File: src/rtl/rv_multicycle_ctrl.sv
// rv_multicycle_ctrl
//   Multicycle control FSM for the RV64 datapath (PC, IR, register bank,
//   A/B registers, ULA operand muxes, MDR). Produces every load/write enable
//   and mux selector. Memory accesses use a req/ready handshake with a bounded
//   wait; illegal encodings trap, ECALL/EBREAK halt. Both end states are
//   absorbing until reset.
//
// Ports
//   clock, reset         rising-edge clock, synchronous active-high reset
//   opcode/funct3        IR[6:0] / IR[14:12]
//   funct7b5             IR[30] (selects SUB for R-type funct3=000)
//   ula_igual            ULA equality flag (A==B)
//   mem_ready            memory completed the current request this cycle
//   pc_write, ir_load, ab_load, mdr_load, reg_write   datapath enables
//   mem_req, mem_we      memory request / write strobe (mem_we valid with mem_req)
//   ula_a_sel            0=PC 1=A 2=old PC 3=zero
//   ula_b_sel            0=B 1=const 4 2=imm
//   ula_sel              0=ADD 1=SUB 2=AND 3=OR 4=XOR
//   wb_sel               0=ULA result 1=MDR 2=PC+4
//   halted, trap         sticky status (held by the absorbing end states)
//   state                current state encoding, for debug
module rv_multicycle_ctrl #(
  parameter int unsigned SEL_W       = 3,
  parameter int unsigned ULA_SEL_W   = 3,
  parameter int unsigned MEM_TIMEOUT = 15,
  parameter int unsigned CNT_W       = 4
) (
  input  logic                 clock,
  input  logic                 reset,
  input  logic [6:0]           opcode,
  input  logic [2:0]           funct3,
  input  logic                 funct7b5,
  input  logic                 ula_igual,
  input  logic                 mem_ready,
  output logic                 pc_write,
  output logic                 ir_load,
  output logic                 ab_load,
  output logic                 mdr_load,
  output logic                 reg_write,
  output logic                 mem_req,
  output logic                 mem_we,
  output logic [SEL_W-1:0]     ula_a_sel,
  output logic [SEL_W-1:0]     ula_b_sel,
  output logic [ULA_SEL_W-1:0] ula_sel,
  output logic [1:0]           wb_sel,
  output logic                 halted,
  output logic                 trap,
  output logic [3:0]           state
);

  typedef enum logic [3:0] {
    S_FETCH  = 4'd0,
    S_DECODE = 4'd1,
    S_EXEC_R = 4'd2,
    S_EXEC_I = 4'd3,
    S_WB     = 4'd4,
    S_ADDR   = 4'd5,
    S_MEM_RD = 4'd6,
    S_LD_WB  = 4'd7,
    S_MEM_WR = 4'd8,
    S_BRANCH = 4'd9,
    S_BR_TGT = 4'd10,
    S_JAL    = 4'd11,
    S_LUI    = 4'd12,
    S_HALT   = 4'd13,
    S_TRAP   = 4'd14
  } state_e;

  localparam logic [6:0] OP_R      = 7'b0110011;
  localparam logic [6:0] OP_I      = 7'b0010011;
  localparam logic [6:0] OP_LOAD   = 7'b0000011;
  localparam logic [6:0] OP_STORE  = 7'b0100011;
  localparam logic [6:0] OP_BRANCH = 7'b1100011;
  localparam logic [6:0] OP_JAL    = 7'b1101111;
  localparam logic [6:0] OP_LUI    = 7'b0110111;
  localparam logic [6:0] OP_SYSTEM = 7'b1110011;

  localparam logic [SEL_W-1:0] A_PC    = SEL_W'(0);
  localparam logic [SEL_W-1:0] A_REG   = SEL_W'(1);
  localparam logic [SEL_W-1:0] A_OLDPC = SEL_W'(2);
  localparam logic [SEL_W-1:0] A_ZERO  = SEL_W'(3);
  localparam logic [SEL_W-1:0] B_REG   = SEL_W'(0);
  localparam logic [SEL_W-1:0] B_FOUR  = SEL_W'(1);
  localparam logic [SEL_W-1:0] B_IMM   = SEL_W'(2);

  localparam logic [ULA_SEL_W-1:0] ULA_ADD = ULA_SEL_W'(0);
  localparam logic [ULA_SEL_W-1:0] ULA_SUB = ULA_SEL_W'(1);
  localparam logic [ULA_SEL_W-1:0] ULA_AND = ULA_SEL_W'(2);
  localparam logic [ULA_SEL_W-1:0] ULA_OR  = ULA_SEL_W'(3);
  localparam logic [ULA_SEL_W-1:0] ULA_XOR = ULA_SEL_W'(4);

  localparam logic [CNT_W-1:0] CNT_MAX = CNT_W'(MEM_TIMEOUT);

  state_e             state_q, state_d;
  logic [CNT_W-1:0]   cnt_q, cnt_d;
  logic               wait_st;
  logic               timeout;
  logic               f3_ok;
  logic [ULA_SEL_W-1:0] f3_ula;

  // funct3 -> ULA function for R/I types; SUB only reachable from EXEC_R.
  always_comb begin
    f3_ok  = 1'b1;
    f3_ula = ULA_ADD;
    case (funct3)
      3'b000:  f3_ula = (state_q == S_EXEC_R && funct7b5) ? ULA_SUB : ULA_ADD;
      3'b111:  f3_ula = ULA_AND;
      3'b110:  f3_ula = ULA_OR;
      3'b100:  f3_ula = ULA_XOR;
      default: f3_ok  = 1'b0;
    endcase
  end

  // The counter holds the number of ready-low cycles already spent in the
  // current wait state; once it equals MEM_TIMEOUT another low cycle traps,
  // while a ready arriving in that same cycle is still accepted.
  assign wait_st = (state_q == S_FETCH) || (state_q == S_MEM_RD) || (state_q == S_MEM_WR);
  assign timeout = wait_st && !mem_ready && (cnt_q == CNT_MAX);
  assign cnt_d   = (wait_st && !mem_ready && !timeout) ? cnt_q + CNT_W'(1) : '0;

  always_comb begin
    state_d = state_q;
    case (state_q)
      S_FETCH: begin
        if (mem_ready)    state_d = S_DECODE;
        else if (timeout) state_d = S_TRAP;
      end
      S_DECODE: begin
        case (opcode)
          OP_R:                state_d = S_EXEC_R;
          OP_I:                state_d = S_EXEC_I;
          OP_LOAD, OP_STORE:   state_d = S_ADDR;
          OP_BRANCH:           state_d = S_BRANCH;
          OP_JAL:              state_d = S_JAL;
          OP_LUI:              state_d = S_LUI;
          OP_SYSTEM:           state_d = S_HALT;
          default:             state_d = S_TRAP;
        endcase
      end
      S_EXEC_R, S_EXEC_I: state_d = f3_ok ? S_WB : S_TRAP;
      S_WB:               state_d = S_FETCH;
      S_ADDR:             state_d = (opcode == OP_LOAD) ? S_MEM_RD : S_MEM_WR;
      S_MEM_RD: begin
        if (mem_ready)    state_d = S_LD_WB;
        else if (timeout) state_d = S_TRAP;
      end
      S_LD_WB:            state_d = S_FETCH;
      S_MEM_WR: begin
        if (mem_ready)    state_d = S_FETCH;
        else if (timeout) state_d = S_TRAP;
      end
      S_BRANCH: begin
        case (funct3)
          3'b000:  state_d = ula_igual  ? S_BR_TGT : S_FETCH;
          3'b001:  state_d = !ula_igual ? S_BR_TGT : S_FETCH;
          default: state_d = S_TRAP;
        endcase
      end
      S_BR_TGT, S_JAL, S_LUI: state_d = S_FETCH;
      S_HALT:             state_d = S_HALT;
      S_TRAP:             state_d = S_TRAP;
      default:            state_d = S_TRAP;
    endcase
  end

  always_ff @(posedge clock) begin
    if (reset) begin
      state_q <= S_FETCH;
      cnt_q   <= '0;
    end else begin
      state_q <= state_d;
      cnt_q   <= cnt_d;
    end
  end

  // Outputs are held at zero while reset is asserted, so FETCH's request does
  // not leak out during the reset cycle.
  always_comb begin
    pc_write  = 1'b0;
    ir_load   = 1'b0;
    ab_load   = 1'b0;
    mdr_load  = 1'b0;
    reg_write = 1'b0;
    mem_req   = 1'b0;
    mem_we    = 1'b0;
    ula_a_sel = A_PC;
    ula_b_sel = B_REG;
    ula_sel   = ULA_ADD;
    wb_sel    = 2'd0;
    halted    = 1'b0;
    trap      = 1'b0;
    if (!reset) begin
      case (state_q)
        S_FETCH: begin
          mem_req   = 1'b1;
          ir_load   = mem_ready;
          pc_write  = mem_ready;
          ula_a_sel = A_PC;
          ula_b_sel = B_FOUR;
        end
        S_DECODE: ab_load = 1'b1;
        S_EXEC_R: begin
          ula_a_sel = A_REG;
          ula_b_sel = B_REG;
          ula_sel   = f3_ula;
        end
        S_EXEC_I: begin
          ula_a_sel = A_REG;
          ula_b_sel = B_IMM;
          ula_sel   = f3_ula;
        end
        S_WB: reg_write = 1'b1;
        S_ADDR: begin
          ula_a_sel = A_REG;
          ula_b_sel = B_IMM;
        end
        S_MEM_RD: begin
          mem_req  = 1'b1;
          mdr_load = mem_ready;
        end
        S_LD_WB: begin
          reg_write = 1'b1;
          wb_sel    = 2'd1;
        end
        S_MEM_WR: begin
          mem_req = 1'b1;
          mem_we  = 1'b1;
        end
        S_BRANCH: begin
          ula_a_sel = A_REG;
          ula_b_sel = B_REG;
          ula_sel   = ULA_SUB;
        end
        S_BR_TGT: begin
          pc_write  = 1'b1;
          ula_a_sel = A_OLDPC;
          ula_b_sel = B_IMM;
        end
        S_JAL: begin
          reg_write = 1'b1;
          wb_sel    = 2'd2;
          pc_write  = 1'b1;
          ula_a_sel = A_OLDPC;
          ula_b_sel = B_IMM;
        end
        // LUI result is 0 + imm through the ULA.
        S_LUI: begin
          reg_write = 1'b1;
          ula_a_sel = A_ZERO;
          ula_b_sel = B_IMM;
        end
        S_HALT: halted = 1'b1;
        S_TRAP: trap   = 1'b1;
        default: ;
      endcase
    end
  end

  assign state = state_q;

endmodule

File: config.mk
export PLATFORM = sky130hd
export DESIGN_NAME = rv_multicycle_ctrl
export DESIGN_NICKNAME = d
export VERILOG_FILES = /design/src/rtl/rv_multicycle_ctrl.sv
export SDC_FILE = /design/constraint.sdc
export NUM_CORES = 1
export LEC_CHECK = 0
export CELL_PAD_IN_SITES_DETAIL_PLACEMENT = 1
export CELL_PAD_IN_SITES_GLOBAL_PLACEMENT = 1
export CORE_MARGIN = 2
export CORE_UTILIZATION = 30
export CTS_BUF_LIST = sky130_fd_sc_hd__clkbuf_16
export DETAILED_ROUTE_END_ITERATION = 8
export GPL_ROUTABILITY_DRIVEN = 0
export PLACE_DENSITY_LB_ADDON = 0.1
export SETUP_SLACK_MARGIN = 0.3
export SKIP_CTS_REPAIR_TIMING = 1
export SYNTH_ARGS = -nofsm -noshare
export SYNTH_HDL_FRONTEND = slang
export SYNTH_SLANG_ARGS = --single-unit
export TNS_END_PERCENT = 100
File: constraint.sdc
create_clock -name clock -period 2.9 [get_ports clock]
set_input_delay 0.435 -clock clock [delete_from_list [all_inputs] [get_ports clock]]
set_output_delay 0.435 -clock clock [all_outputs]
set_load 0.05 [all_outputs]
======== Word-level counts from Yosys, hierarchy flattened ========
Cells that the tools add are included.
cells by class
  bitwise logic cells ..................... 1
  muxes and demuxes ....................... 40
  eq/ne operators ......................... 27
  add/subtract/negate cells ............... 1
  reduce and logical (&&, ||, !) cells .... 20
operator list
  cell                                            number
  one-hot mux 4 bit (9 select lines)              1
  == test 4 bit (second input constant)           8
  two-way mux 4 bit                               8
  one-hot mux 4 bit (7 select lines)              1
  == test 7 x 6 -> 1 bit (second input constant)  3
  == test 7 bit (second input constant)           3
  two-way mux 1 bit                               19
  == test 4 x 3 -> 1 bit (second input constant)  4
  one-hot mux 3 bit (4 select lines)              1
  OR reduction 4 bit                              3
  OR reduction 5 bit                              2
  == test 3 bit (second input constant)           3
  == test 4 x 2 -> 1 bit (second input constant)  2
  one-hot mux 2 bit (2 select lines)              2
  one-hot mux 4 bit (2 select lines)              1
  OR reduction 2 bit                              4
  == test 7 x 2 -> 1 bit (second input constant)  1
  == test 7 x 5 -> 1 bit (second input constant)  1
  two-way mux 2 bit                               3
  one-hot mux 2 bit (3 select lines)              1
  one-hot mux 3 bit (2 select lines)              1
  adder 4 x 1 -> 4 bit (second input constant)    1
  == test 4 x 1 -> 1 bit (second input constant)  1
  logical AND 1 bit                               4
  9 further kinds                                 11
word-level totals
  bits in registers ....................... 8
  input bits .............................. 15

======== Logic depth before layout (Yosys ltp) ========
Gate-level depths: netlist (run 1).
  word-level depth ........................ 9
  mapped depth ............................ 6
  depth with buffers taken out ............ 5

======== Least setup slack after synthesis (run 1) ========
No wires, ideal clock.
  path type ............................... register to output
  from .................................... reg state_q[2] (netlist: state[2])
  to ...................................... out ula_b_sel[1]
  setup slack ............................. -1,131 ps
  data required time ...................... 2,465 ps
  stages on the path, launching flop included .. 5
  arrival time ............................ 3,596 ps
  cells stage by stage .................... dfxtp_1 buf_2 buf_2 a21oi_1 a2111oi_0
on the way
  longest elaborated chain between the ends .. 4
  elaborated cells on any way between the ends .. 9
RTL lines
  item                                    line  text
  start, declared                         94    state_e state_q, state_d;
  start signal, assigned                  171   state_q <= state_d;
  == test 4 bit (tied with other cells)   193   case (state_q)
  OR reduction 5 bit (no source line)     --
  one-hot mux 2 bit (2 select lines) (*)  193
  two-way mux 2 bit (*)                   192   if (!reset) begin
  end, declared                           43    output logic [SEL_W-1:0] ula_b_sel,
Mark *: on every way between the ends. The rest lies on a longest branch, timed or not.

======== Worst setup path in the final report (run 1) ========
  from .................................... reg state_q[1] (netlist: state[1])
  to ...................................... out ab_load
on the way
  longest elaborated chain between the ends .. 3
RTL lines
  item                    line  text
  == test 4 x 1 -> 1 bit  193
  two-way mux 1 bit       193
  two-way mux 1 bit       192
  end, declared           37    output logic ab_load,
No other way between the ends.

==> results of run 1 <==
## final cells by class
cell class | instances | area [sq um] | share of cell area [%]
clock buffers | 3 | 75.07 | 4.766
inverters | 1 | 3.754 | 0.2383
multi-input cells | 113 | 725.7 | 46.07
flip-flops and latches | 8 | 161.4 | 10.25
well taps | 31 | 38.79 | 2.462
repair buffers | 40 | 570.5 | 36.22
## cells by family (layout without fill, tap and decap cells)
family,Yosys count,after routing
and+or+nand+nor,74,74
xor gates and xnor gates,2,2
muxes,1,1
AOI/OAI and AO/OA,33,33
adders and majority gates,1,1
DFF,8,8
buffers and inverters,13,44
other,1,2
## registers in the layout, summed over array words and instances, names as in the netlist
name / count
cnt_q: 4
state: 4
## routing by layer
| metal | vias up | routed length, um |
|---|---|---|
| met1 | 517 | 1285 |
| met3 | 6 | 118 |
| li1 | 547 | - |
| met4 | 0 | 56 |
| met2 | 33 | 1458 |
| met5 | - | 0 |
## metrics by stage
stage | std cells | hold slack (ns) | setup slack (ns)
3_5_place_dp | 193 | 0.4474 | 0.4655
6_report | 196 | 0.4492 | 0.4619
5_1_grt | 196 | 0.4762 | 0.3129
3_3_place_gp | 193 | 0.4326 | 0.5099
4_1_cts | 196 | 0.4593 | 0.4504
2_1_floorplan | 134 | 0.4179 | 0.1950
## how the worst max path moves through the flow
stage / from / end / slack [ns]
after floorplan: state[2] / ula_b_sel[1] / 0.19
after global placement: reset / trap / 0.51
after detailed placement: reset / mdr_load / 0.47
after CTS: state[3] / ula_a_sel[0] / 0.45
after global routing: state[1] / ula_sel[0] / 0.31
final: state[1] / ab_load / 0.46
## layout by cell type (no fill, tap or decap), types with 3 or more instances in the layout
cell and n:
a31oi_1 7, nand2_1 12, nor3_2 5, clkdlybuf4s50_1 18, nor2b_1 6, nor3_1 7, buf_12 18, clkbuf_16 3
nand3_1 5, dfxtp_1 7, buf_4 4, a21oi_1 9, nor2_1 20
## power by group
group,switching [uW],total [uW],internal [uW]
Combinational,298,530,232
Clock,53.5,231,178
Sequential,57.0,184,127
==> impl_metrics.tcl, run 1 <==
set metrics [dict create \
    hpwl_mm 2.249 \
    synth_simple_gate_area_share_pct 43.75 \
    finalInstanceArea_sq_mm 0.001575 \
    seq_area_frac_synth_pct 17.78 \
    cts_tree "built" \
    antennaDiodeCount 0 \
    synth_top_area_share_pct 17.78 \
    numCtsBuffers 3 \
    slowest_stage "dfxtp_1" \
    core-area_sq_mm 0.002805 \
    grt_pass1_vias 1122 \
    crit_type "flip-flop to primary output" \
    htree_levels 1 \
    synth_cells 133 \
    yosysTopAreaCell "dfxtp_1" \
    synthAdderAreaFrac_pct 1.389 \
    clk_pin_slew_worst_paths_ns 0.04 \
    relSlewSlack_pct 59.56 \
    grtUsageTotal_pct 18.51 \
    post-route-period-util_pct 84.07 \
    crit_chain "buf_4 -> nand2b_2 -> or3_4 -> nor2_1 -> buf_12" \
    hold_class "flip-flop to flip-flop" \
    r2r-start "state[1]" \
    timing.rr.end "state[1]" \
    grt_overflow_total 0 \
    cts_buffer_depth 2 \
    synth_compound_area_share_pct 26.53 \
    holdPathStages 1 \
    grt_use_met1_pct 21.39 \
    portBuffers 36 \
    num-nets-final 183 \
    grt_max_degree 23 \
    synth-xor-area-share_pct 1.944 \
    max_stage_delay_ns 0.48 \
    ff2ff_path_depth 4 \
    crit_path_start_kind "flip-flop" \
    row_count 19 \
    synth_ff_type "dfxtp_1" \
    wl_per_cell_um 14.89 \
    syn_area_per_cell_sq_um 6.773 \
    vdd_drop_max_mv 0.4323 \
    fin_setup_tns_ns 0 \
    start_util_pct 32.11 \
    synth.most_common_cell "nor2_1" \
    maxSlewViolCount 0 \
    drv_cap 0 \
    vias 1103 \
    critPathBufInv 2 \
    postSynth.asyncResetShare_pct 0 \
    antenna_found_initial 0 \
    ff2ff_setup_slack_ns 1.03 \
    synthTopCellsByArea "dfxtp_1 18%, nor2_1 8.3%, nor3_1 6.7%" \
    crit_family "simple AND/OR/NAND/NOR gates" \
    final_hold_viol_count 0 \
    grt_pass1_wl_mm 4.974 \
    synth_top_family_by_area "simple AND/OR/NAND/NOR gates" \
    utilization_pct 56.16 \
    p_per_area_mw_per_mm2 599.9 \
    yosys_warnings 0 \
    cp.required_ns 2.47 \
    violations "DRC" \
    path_max_fanout 17 \
    clock_sinks 8 \
    p_total_uw 944.9 \
    p_leak_uw 0.0005496 \
    vias_per_cell 5.628 \
    worstPathArrival_ns 2.00 \
    synth_edf_count 0 \
    grt_use_met3_pct 4.615 \
    met2_usage_pct 32.38 \
    io_pins 39 \
    drt_iter0_markers 17 \
    totalWireLength_mm 2.919 \
    drc_errors 4 \
    timing.fmax_mhz 410.1 \
    synth_mux_area_share_pct 1.111 \
    placed_cell_area_sq_mm 0.001499 \
    fillCellCount 327 \
    netlist_area_sq_um 900.9 \
    cp.depth 5 \
    ys_types 46 \
    hold_start "cnt_q[0]" \
    area_growth_pct 74.86 \
    synth_seq_cells 8 \
    clk_latency_ns 0.23 \
    die_y_um 58.80 \
    fin_skew_ns 0.0002389 \
    synth_common_cells "20 x nor2_1, 12 x nand2_1, 12 x nor3_1" \
    tightest_slew_ns 0.6058 \
    ant_nets 0 \
    grt_setup_unrepaired "false" \
    finalSetupViolCount 0 \
    outcome "finished, violations left" \
    critPathCaptureType "primary output" \
    min_to "cnt_q[0]" \
    root_buffer "clkbuf_16" \
    drive_gt1_share_pct 23.64 \
    drt-pass1-iter-count 6 \
    die_w_um 58.80 \
    busiest_layer "met2" \
    min_period_ns 2.438 \
    fp.dieArea_sq_mm 0.003457 \
]
No activity file was read; power rests on OpenSTA's default activity.
==> run 2, diff against run 1 <==
Settings changed: CORE_UTILIZATION 30 to 25.
Clock period 2.9 ns to 2 ns, I/O delays scaled along.
==> impl_metrics.tcl, run 2 (synthesized netlist as in run 1, its figures left out) <==
set metrics [dict create \
    outcome "complete, no violations" \
    cts_buffer_depth 2 \
    finalHoldWorstSlack_ns 0.4472 \
    ant_nets 0 \
    grt_pass1_wl_mm 5.526 \
    grt_setup_unrepaired "true" \
    drive_gt1_share_pct 49.76 \
    wl_per_cell_um 18.92 \
    dp.cells 215 \
    pwr-share-comb_pct 66.3 \
    critPathCaptureType "primary output" \
    core-area_sq_mm 0.003390 \
    numCtsBuffers 3 \
    p_sw_share_pct 42.98 \
    final_common_cell "buf_4" \
    portBuffers 36 \
    die_y_um 64.03 \
    start_util_pct 26.58 \
    root_buffer "clkbuf_16" \
    vias 1374 \
    htree_levels 1 \
    io_pins 39 \
    final_hold_viol_count 0 \
    drt_iter0_markers 49 \
    worstPathArrival_ns 1.57 \
    p_int_uw 1024 \
    maxSlewViolCount 0 \
    fin_skew_ns 0.005577 \
    pwr-share-seq_pct 14.4 \
    antenna_found_initial 0 \
    pwr-share-clk_pct 19.3 \
    post-route-period-util_pct 93.45 \
    clk_pin_slew_worst_paths_ns 0.04 \
    row_count 21 \
    area_growth_pct 141.8 \
    crit_path_start_kind "flip-flop" \
    relSlewSlack_pct 66.19 \
    crit_type "flip-flop to primary output" \
    num-nets-final 224 \
    vias_per_cell 5.431 \
    grt_max_degree 24 \
    grtUsageTotal_pct 17.10 \
    tightest_slew_ns 0.5063 \
    timing.fmax_mhz 535.0 \
    hold_class "flip-flop to flip-flop" \
    fp.dieArea_sq_mm 0.004100 \
    p_switching_uw 772.2 \
    fin_ws_ns 0.1310 \
    pre_cts_ws_ns -0.05046 \
    grt_pass1_vias 1177 \
    instances_no_fill 253 \
    finalSetupViolCount 0 \
    drc_errors 0 \
    drt-pass1-iter-count 4 \
    clk_latency_ns 0.23 \
    vdd_drop_max_mv 0.4637 \
    min_period_ns 1.869 \
    drv_cap 0 \
    hpwl_mm 2.556 \
    antennaDiodeCount 0 \
    cts_tree "built" \
    fin_setup_tns_ns 0 \
    p_leak_uw 0.0009251 \
    p_per_area_mw_per_mm2 824.8 \
    die_w_um 64.03 \
    path_max_fanout 7 \
    totalWireLength_mm 4.786 \
    grt_overflow_total 0 \
    layout_common_cells "36 x buf_4, 22 x buf_12, 14 x nor2_1" \
    clock_sinks 8 \
    cp.required_ns 1.70 \
]
==> run 2: cell count changes in the layout (fill, tap and decap cells not counted), sizes merged <==
cell,delta
clkbuf,+1
inv,+1
clkdlybuf4s50,-8
dlymetal6s2s,+6
buf,+42
==> run 2: power by group through the flow <==
stage | sequential (uW) | clock, uW | combinational [uW]
after floorplan | 286 | 0 | 578
after global placement | 287 | 0 | 848
after detailed placement | 290 | 0 | 857
after CTS | 288 | 354 | 861
after global routing | 262 | 364 | 1250
final | 259 | 347 | 1190
==> run 2: worst max-delay path: stages, from the launching register on <==
cell and delay [ns]:
dfxtp_4 0.37, buf_8 0.13, or3b_4 0.43, o21a_1 0.15, nor2_4 0.11, buf_12 0.14
==> run 2: worst paths after layout <==
kind / from / end / slack, ns / cells after the start
worst max register to register: state[1] / state[3] / 0.15 / 6
worst min-delay path: cnt_q[0] / cnt_q[0] / 0.45 / 1
worst max-delay path: state[1] / ula_a_sel[0] / 0.13 / 5
worst min register to register: cnt_q[0] / cnt_q[0] / 0.45 / 1
==> run 2: area by class of cell <==
cell class / count / area, sq um
inverter: 1 / 3.754
tap: 46 / 57.56
clock buffer: 3 / 75.07
fill: 380 / 1211
sequential: 8 / 175.2
timing repair buffer: 81 / 962.2
multi-input combinational: 113 / 900.9
clock inverter: 1 / 3.754
==> run 2: per-layer routing <==
layer | routed length [um] | global-route usage, % | vias to the layer above
met3 | 202 | 4.577 | 12
met2 | 2533 | 28.65 | 46
met5 | 0 | 0 | -
li1 | - | - | 635
met1 | 1930 | 22.10 | 681
met4 | 120 | 2.989 | 0
==> run 2: stage by stage <==
step	total power, uW	util [%]	area (sq um)
finish	1797	64.27	2178
global route	1876	64.27	2178
CTS	1504	52.31	1773
detailed placement	1147	49.98	1694
global placement	1136	49.98	1694
floorplan	864.3	-	1117
==> run 3, diff against run 2 <==
Settings changed: GPL_ROUTABILITY_DRIVEN 0 to default.
==> results of run 3 <==
Same layout as run 2: the final DEF is identical, and so are final timing and power.
